**config.mk**
```make
export PLATFORM = sky130hd
export DESIGN_NAME = electron_nest_flat
export DESIGN_NICKNAME = d
export VERILOG_FILES = /design/src/rtl/electron_nest_if.sv /design/src/rtl/electron_nest.sv /design/src/flat_wrapper.sv
export SDC_FILE = /design/constraint.sdc
export NUM_CORES = 2
export LEC_CHECK = 0
export BUFFER_PORTS_ARGS = -buffer_cell sky130_fd_sc_hd__buf_2
export CAP_MARGIN = 5
export CORE_MARGIN = 2
export CORE_UTILIZATION = 70
export CTS_CLUSTER_DIAMETER = 200
export DETAILED_ROUTE_END_ITERATION = 10
export PLACE_DENSITY_LB_ADDON = 0.15
export SETUP_SLACK_MARGIN = 0.3
export SLEW_MARGIN = 20
export SYNTH_ARGS = -nofsm -noshare
export SYNTH_HDL_FRONTEND = slang
export SYNTH_SLANG_ARGS = --single-unit
```
**constraint.sdc**
```tcl
create_clock -name clock -period 11.7 [get_ports clock]
set_clock_uncertainty 0.2 [all_clocks]
set_input_delay 0.585 -clock clock [delete_from_list [all_inputs] [get_ports clock]]
set_output_delay 0.585 -clock clock [all_outputs]
set_load 0.01 [all_outputs]
```
**src/rtl/electron_nest_if.sv**
```systemverilog
// electron_nest_if: load/store token bus for electron_nest.
// Forward token layout (MSB first): {v, a, r, c, i[WIDTH_EXADDR], d[WIDTH_DATA]}.
// Back token layout (MSB first):    {n, t, v, c}.
// slave = design view, master = environment view.
interface electron_nest_if #(
   parameter int unsigned WIDTH_DATA   = 32,
   parameter int unsigned WIDTH_EXADDR = 12
);
   localparam int unsigned FTK_W = WIDTH_DATA + WIDTH_EXADDR + 4;

   logic                    I_Boot;
   logic                    O_Ld_Req;
   logic [WIDTH_EXADDR-1:0] O_Ld_Addr;
   logic [FTK_W-1:0]        I_Ld_FTk;
   logic [3:0]              O_Ld_BTk;
   logic                    O_St_Req;
   logic [WIDTH_EXADDR-1:0] O_St_Addr;
   logic [FTK_W-1:0]        O_St_FTk;
   logic [3:0]              I_St_BTk;

   modport slave (
      input  I_Boot, I_Ld_FTk, I_St_BTk,
      output O_Ld_Req, O_Ld_Addr, O_Ld_BTk, O_St_Req, O_St_Addr, O_St_FTk
   );

   modport master (
      output I_Boot, I_Ld_FTk, I_St_BTk,
      input  O_Ld_Req, O_Ld_Addr, O_Ld_BTk, O_St_Req, O_St_Addr, O_St_FTk
   );
endinterface

```
**src/rtl/electron_nest.sv**
```systemverilog
// electron_nest: boot-configured block copy / scale engine.
// A boot token (v=1, a=1) starts a boot sequence: two preamble tokens are
// dropped, then five config words (source, destination, length, multiplier,
// mode) are captured. RUN streams loads (fixed one-cycle return latency)
// through an optional multiply into a 4-entry store FIFO; the FIFO head is
// presented on the store port and popped whenever the store side does not nack.
// Build option: EXTEND_MEM_EN -- store address is rebuilt from the returned
// token index and also carried in the store token's i field.
module electron_nest #(
   parameter int unsigned WIDTH_DATA   = 32,
   parameter int unsigned WIDTH_EXADDR = 12
) (
   input  logic           clock,
   input  logic           reset,
   electron_nest_if.slave bus
);

   typedef struct packed {
      logic                    v;
      logic                    a;
      logic                    r;
      logic                    c;
      logic [WIDTH_EXADDR-1:0] i;
      logic [WIDTH_DATA-1:0]   d;
   } ftk_t;

   typedef struct packed {
      logic n;
      logic t;
      logic v;
      logic c;
   } btk_t;

   typedef enum logic [1:0] {IDLE, BOOT, RUN, DRAIN} state_t;

   localparam logic [WIDTH_DATA-1:0] ONE_D = 1;

   ftk_t ld_tk;
   btk_t st_bk;

   assign ld_tk = bus.I_Ld_FTk;
   assign st_bk = bus.I_St_BTk;

   state_t                  state_q;
   logic [2:0]              boot_cnt_q;
   logic [WIDTH_EXADDR-1:0] src_q;
   logic [WIDTH_EXADDR-1:0] dst_q;
   logic [WIDTH_DATA-1:0]   len_q;
   logic [WIDTH_DATA-1:0]   mul_q;
   logic                    mode_q;
   logic [WIDTH_DATA-1:0]   k_q;
   logic [WIDTH_DATA-1:0]   s_q;
   logic                    ld_req_q;
   logic [WIDTH_EXADDR-1:0] ld_addr_q;
   logic                    inflight_q;

   logic [WIDTH_DATA-1:0]   fifo_d_q [4];
`ifdef EXTEND_MEM_EN
   logic [WIDTH_EXADDR-1:0] fifo_a_q [4];
`endif
   logic [1:0]              wr_ptr_q;
   logic [1:0]              rd_ptr_q;
   logic [2:0]              count_q;
   logic [2:0]              count_d;

   logic                    push;
   logic                    pop;
   logic                    issue;
   logic [WIDTH_DATA-1:0]   prod;
   logic [WIDTH_DATA-1:0]   result;
   logic [WIDTH_EXADDR-1:0] st_addr;
   ftk_t                    st_tk;

   // FIFO handshake, load throttle and the word to be pushed this cycle.
   // The throttle looks at next-cycle occupancy plus the request returning
   // next cycle, so a load issued next cycle always has a free slot.
   always_comb begin
      push    = ((state_q == RUN) || (state_q == DRAIN)) && inflight_q && ld_tk.v;
      pop     = (count_q != 3'd0) && !st_bk.n;
      count_d = count_q + {2'b00, push} - {2'b00, pop};
      issue   = (state_q == RUN) && (k_q < len_q)
                && ((count_d + {2'b00, ld_req_q}) < 3'd4);
      prod    = ld_tk.d * mul_q;
      result  = mode_q ? prod : ld_tk.d;
   end

   // Control FSM: boot capture, load issue and completion, registered load outputs.
   always_ff @(posedge clock or negedge reset) begin
      if (!reset) begin
         state_q    <= IDLE;
         boot_cnt_q <= '0;
         src_q      <= '0;
         dst_q      <= '0;
         len_q      <= '0;
         mul_q      <= '0;
         mode_q     <= 1'b0;
         k_q        <= '0;
         s_q        <= '0;
         ld_req_q   <= 1'b0;
         ld_addr_q  <= '0;
         inflight_q <= 1'b0;
      end else begin
         ld_req_q   <= 1'b0;
         ld_addr_q  <= '0;
         inflight_q <= ld_req_q;
         if (pop) begin
            s_q <= s_q + ONE_D;
         end
         unique case (state_q)
            IDLE: begin
               if (ld_tk.v && ld_tk.a) begin
                  state_q    <= BOOT;
                  boot_cnt_q <= '0;
               end
            end
            BOOT: begin
               if (ld_tk.v) begin
                  boot_cnt_q <= boot_cnt_q + 3'd1;
                  case (boot_cnt_q)
                     3'd2: src_q <= ld_tk.d[WIDTH_EXADDR-1:0];
                     3'd3: dst_q <= ld_tk.d[WIDTH_EXADDR-1:0];
                     3'd4: len_q <= ld_tk.d;
                     3'd5: mul_q <= ld_tk.d;
                     3'd6: begin
                        mode_q  <= ld_tk.d[0];
                        k_q     <= '0;
                        s_q     <= '0;
                        state_q <= (len_q == '0) ? IDLE : RUN;
                     end
                     default: ;
                  endcase
               end
            end
            RUN: begin
               if (issue) begin
                  ld_req_q  <= 1'b1;
                  ld_addr_q <= src_q + k_q[WIDTH_EXADDR-1:0];
                  k_q       <= k_q + ONE_D;
                  if ((k_q + ONE_D) == len_q) begin
                     state_q <= DRAIN;
                  end
               end
            end
            DRAIN: begin
               if (pop && ((s_q + ONE_D) == len_q)) begin
                  state_q <= IDLE;
               end
            end
         endcase
      end
   end

   // Store FIFO storage and pointers; push and pop may share an edge.
   always_ff @(posedge clock or negedge reset) begin
      if (!reset) begin
         for (int unsigned e = 0; e < 4; e++) begin
            fifo_d_q[e] <= '0;
`ifdef EXTEND_MEM_EN
            fifo_a_q[e] <= '0;
`endif
         end
         wr_ptr_q <= '0;
         rd_ptr_q <= '0;
         count_q  <= '0;
      end else begin
         if (push) begin
            fifo_d_q[wr_ptr_q] <= result;
`ifdef EXTEND_MEM_EN
            fifo_a_q[wr_ptr_q] <= dst_q + (ld_tk.i - src_q);
`endif
            wr_ptr_q <= wr_ptr_q + 2'd1;
         end
         if (pop) begin
            rd_ptr_q <= rd_ptr_q + 2'd1;
         end
         count_q <= count_d;
      end
   end

   // Store port presents the FIFO head; everything is zero while the FIFO is empty.
   always_comb begin
      st_tk = '0;
`ifdef EXTEND_MEM_EN
      st_addr = fifo_a_q[rd_ptr_q];
`else
      st_addr = dst_q + s_q[WIDTH_EXADDR-1:0];
`endif
      if (count_q != 3'd0) begin
         st_tk.v = 1'b1;
         st_tk.d = fifo_d_q[rd_ptr_q];
`ifdef EXTEND_MEM_EN
         st_tk.i = st_addr;
`endif
      end
   end

   assign bus.O_Ld_Req  = ld_req_q;
   assign bus.O_Ld_Addr = ld_addr_q;
   assign bus.O_Ld_BTk  = '0;
   assign bus.O_St_Req  = (count_q != 3'd0);
   assign bus.O_St_Addr = (count_q != 3'd0) ? st_addr : '0;
   assign bus.O_St_FTk  = st_tk;

   logic unused_bits;
`ifdef EXTEND_MEM_EN
   assign unused_bits = ^{bus.I_Boot, ld_tk.r, ld_tk.c, st_bk.t, st_bk.v, st_bk.c};
`else
   assign unused_bits = ^{bus.I_Boot, ld_tk.r, ld_tk.c, ld_tk.i, st_bk.t, st_bk.v, st_bk.c};
`endif

endmodule

```
**src/flat_wrapper.sv**
```systemverilog
// flat-port wrapper written by rule: the top's interface ports become plain ports
module electron_nest_flat 
#(
   parameter int unsigned WIDTH_DATA   = 32,
   parameter int unsigned WIDTH_EXADDR = 12
)
  (clock, reset, bus_I_Boot, bus_I_Ld_FTk, bus_I_St_BTk, bus_O_Ld_Req, bus_O_Ld_Addr, bus_O_Ld_BTk, bus_O_St_Req, bus_O_St_Addr, bus_O_St_FTk);
  electron_nest_if #(.WIDTH_DATA(WIDTH_DATA), .WIDTH_EXADDR(WIDTH_EXADDR)) bus_i ();
  input  logic clock;
  input  logic reset;
  input wire logic [$bits(bus_i.I_Boot)-1:0] bus_I_Boot;
  input wire logic [$bits(bus_i.I_Ld_FTk)-1:0] bus_I_Ld_FTk;
  input wire logic [$bits(bus_i.I_St_BTk)-1:0] bus_I_St_BTk;
  output wire logic [$bits(bus_i.O_Ld_Req)-1:0] bus_O_Ld_Req;
  output wire logic [$bits(bus_i.O_Ld_Addr)-1:0] bus_O_Ld_Addr;
  output wire logic [$bits(bus_i.O_Ld_BTk)-1:0] bus_O_Ld_BTk;
  output wire logic [$bits(bus_i.O_St_Req)-1:0] bus_O_St_Req;
  output wire logic [$bits(bus_i.O_St_Addr)-1:0] bus_O_St_Addr;
  output wire logic [$bits(bus_i.O_St_FTk)-1:0] bus_O_St_FTk;
  assign bus_i.I_Boot = bus_I_Boot;
  assign bus_i.I_Ld_FTk = bus_I_Ld_FTk;
  assign bus_i.I_St_BTk = bus_I_St_BTk;
  assign bus_O_Ld_Req = bus_i.O_Ld_Req;
  assign bus_O_Ld_Addr = bus_i.O_Ld_Addr;
  assign bus_O_Ld_BTk = bus_i.O_Ld_BTk;
  assign bus_O_St_Req = bus_i.O_St_Req;
  assign bus_O_St_Addr = bus_i.O_St_Addr;
  assign bus_O_St_FTk = bus_i.O_St_FTk;
  electron_nest #(.WIDTH_DATA(WIDTH_DATA), .WIDTH_EXADDR(WIDTH_EXADDR)) u_core (.clock(clock), .reset(reset), .bus(bus_i));
endmodule
```
==> out/summary.txt <==
Status: finished, final reports clean
RSZ-0062 raised after global routing: false
GRT Total Usage: 0.373
Min-delay src: bus_I_Ld_FTk[46]
Initial DRC Count: 2,410
Remaining routing DRC violations: 0
Finished Cell Area: 0.0348 mm^2
Final worst slack: 3540 ps
Synth Area in Adders: 0.322
Input/output buffers: 95
CP Class: reg2reg
Req. time, crit path: 11,970 ps
Reg clk slew, reported paths: 60 ps
Mux contribution to synthesized area: 0.0612
Synthesized area: 0.0330 mm^2
Most used DFF post-synth: dfrtp_1
Final WL: 88,500 um
Largest net degree at the start of global routing: 105
Area Overhead vs Synth: 5.69%
Final net count: 4,075
Largest family of logic cells by synthesized area: adder cells
Final worst path period need: 8160 ps
Hold Violations, Final: 0
Post-DRT Antenna Nets: 0
CP Max Fanout: 25
Die Y: 221 um
R2r setup slk: 3540 ps
GRT overflow: 0
Starting Density: 0.708
Critical R2R Launch: u_core.mul_q[8]
Yosys top cell by area: fa_1
Post-synthesis sequential area ratio: 0.233
Final TNS setup: 0 ps
EDFF count, synth: 0
Fin crit share: 0.697
Pre-CTS setup slack: 3550 ps
Max Freq: 0.123 GHz
Post-detail-place hpwl: 62,900 um
Root Buffer: clkbuf_16
Synth top area share: 0.250
Placed cell areas: 0.0337 mm^2
Vias in the first global route: 26,300
Drt wl/cell: 21.8 um
Cell Rows: 79
Simple-gate share of the synthesized area: 0.168
CORE AREA: 0.0466 mm^2
Compound-Gate Fraction of Synth Area: 0.0808
Util after Layout: 0.748
Xor/xnor share of the synthesized area: 0.0581
H-tree depth: 2
Crit end category: register
Crit path from: u_core.mul_q[8]
Initial antenna violation count: 4
Synth cell types: 83
Ratio of cells with drive above 1 in the final layout: 0.0992
Average size of a mapped cell: 9.57 um^2
Routability cong.: 0.969
R2r endpoint: u_core.fifo_d_q[93]
Max_slew headroom: 0.237
CTS tree: built
Reg2reg path depth: 23
DR vias/cell: 6.21
Via count: 25,200
Cts bufs inserted: 36
Critical path startpoint category: register
Top cells by area, synth: fa_1 (25%), dfrtp_1 (23%), ha_1 (7.2%)
IO Count: 133
#FFs+latches synth: 307
Clk buf depth: 3
FFs w/ async S/R, synth: 1.00
Yosys warning count: 0
Die Wd: 221 um
Max-Cap Viols: 0
First-pass GRT wire length: 143,000 um
Clock Latency Late Sink: 580 ps
Post-Syn Instances: 3,446
Setup violation total in the final timing report: 0
Die area: 0.0488 mm^2
Slew Viols, Final: 0
Drt pass-1 iters: 5
Arr. time, crit path: 8430 ps
Hold Crit Class: in2reg
Worst-Margin Slew: 1140 ps
Worst setup endpoint: u_core.fifo_d_q[93]
CTS Sinks: 307
## metrics by stage
step,instances,hold WS [ps]
5_1_grt,4056,181
3_3_place_gp,3987,256
6_report,4056,163
3_5_place_dp,3987,265
4_1_cts,4053,146
2_1_floorplan,3464,89.4
## logic make-up after synthesis
group                      Yosys count
DFF                                307
other                                1
buffers and inverters              652
xor gates and xnor gates           217
muxes                              150
and+or+nand+nor                   1092
adders and majority gates          601
AOI/OAI and AO/OA                  426
## critical path: stages (launching register included)
cell       delay [ps]
dfrtp_1          1090
nand2_1           200
fa_1              450
inv_1              80
fa_1              430
fa_1              510
inv_1              60
fa_1              480
inv_1              50
fa_1              500
inv_1              60
fa_1              530
inv_1              50
fa_1              490
fa_1              430
ha_1              360
and4_1            230
a221o_1           320
a31oi_1           370
o2111ai_1         280
a41oi_1           350
xnor2_1           180
nand2_1           140
a31oi_1           220
## flip-flops by register name, summed over array words and instances, names as in the netlist, 3 cells and up, named ones only
signal	cells
u_core.bus.O_Ld_Addr	12
u_core.len_q	32
u_core.fifo_d_q	128
u_core.boot_cnt_q	3
u_core.dst_q	12
u_core.s_q	32
u_core.src_q	12
u_core.count_q	3
u_core.mul_q	32
u_core.k_q	32
## per-layer routing
layer  vias up  GRT usage  wire length (um)  share of wire
li1      10900          -                 -              -
met1     12800      0.526             36000           0.41
met2      1213      0.584             41100           0.46
met3       211     0.0688              8460          0.096
met4         2      0.137              2980          0.034
met5         -          0                13        0.00015
## layout make-up
cell class | instances | area, um^2
Multi-Input combinational cell | 2505 | 22800
Fill cell | 3280 | 11700
Sequential cell | 307 | 7680
Inverter | 438 | 1640
Clock buffer | 49 | 1000
Tap cell | 607 | 759
Timing Repair Buffer | 131 | 758
Clock inverter | 16 | 164
Antenna cell | 3 | 7.51
## Yosys cell counts (25+ instances only)
master	n
mux2_2	89
a21oi_1	77
nor3_1	25
dfrtp_1	307
ha_1	190
mux4_2	32
a21o_1	34
xnor2_1	148
xor2_1	68
nand3_1	49
mux2i_1	28
nor2_1	113
clkbuf_1	162
fa_1	411
inv_1	436
o21ai_0	162
and2_1	325
nor2b_1	46
nand4_1	28
and3_1	25
nand2_1	410
## timing repair
action / in CTS / in global routing
setup buffers: 0 / 0
hold buffers: 1 / 0
endpoints found under the hold margin: 102 / 0
endpoints found under the setup margin: 0 / 0
gates resized for setup: 0 / 0
## placed cells by master (no fill, tap or decap), drive strengths merged, types with 17 or more instances in the layout
| cell type | synthesis | layout |
|---|---|---|
| a21o | 35 | 35 |
| a21oi | 77 | 77 |
| a31oi | 24 | 24 |
| and2 | 325 | 325 |
| and3 | 26 | 26 |
| buf | 52 | 130 |
| clkbuf | 162 | 49 |
| conb | 1 | 19 |
| dfrtp | 307 | 307 |
| fa | 411 | 411 |
| ha | 190 | 190 |
| inv | 438 | 444 |
| mux2 | 89 | 89 |
| mux2i | 29 | 29 |
| mux4 | 32 | 32 |
| nand2 | 410 | 410 |
| nand3 | 50 | 50 |
| nand4 | 29 | 29 |
| nor2 | 113 | 113 |
| nor2b | 46 | 46 |
| nor3 | 28 | 28 |
| nor4 | 17 | 17 |
| o21a | 19 | 19 |
| o21ai | 183 | 183 |
| xnor2 | 148 | 148 |
| xor2 | 68 | 68 |
## worst min-delay path by stage
stage,depth (start not counted),endpoint
floorplan,0,async pin
global placement,2,u_core.fifo_d_q[97]
detailed placement,2,u_core.fifo_d_q[17]
CTS,3,u_core.state_q[0]
global route,3,u_core.state_q[0]
finish,3,u_core.state_q[0]
Power is left out: the tool's default activity adds up to more than one toggle a clock period on the data nets, which glitch-free logic cannot reach.
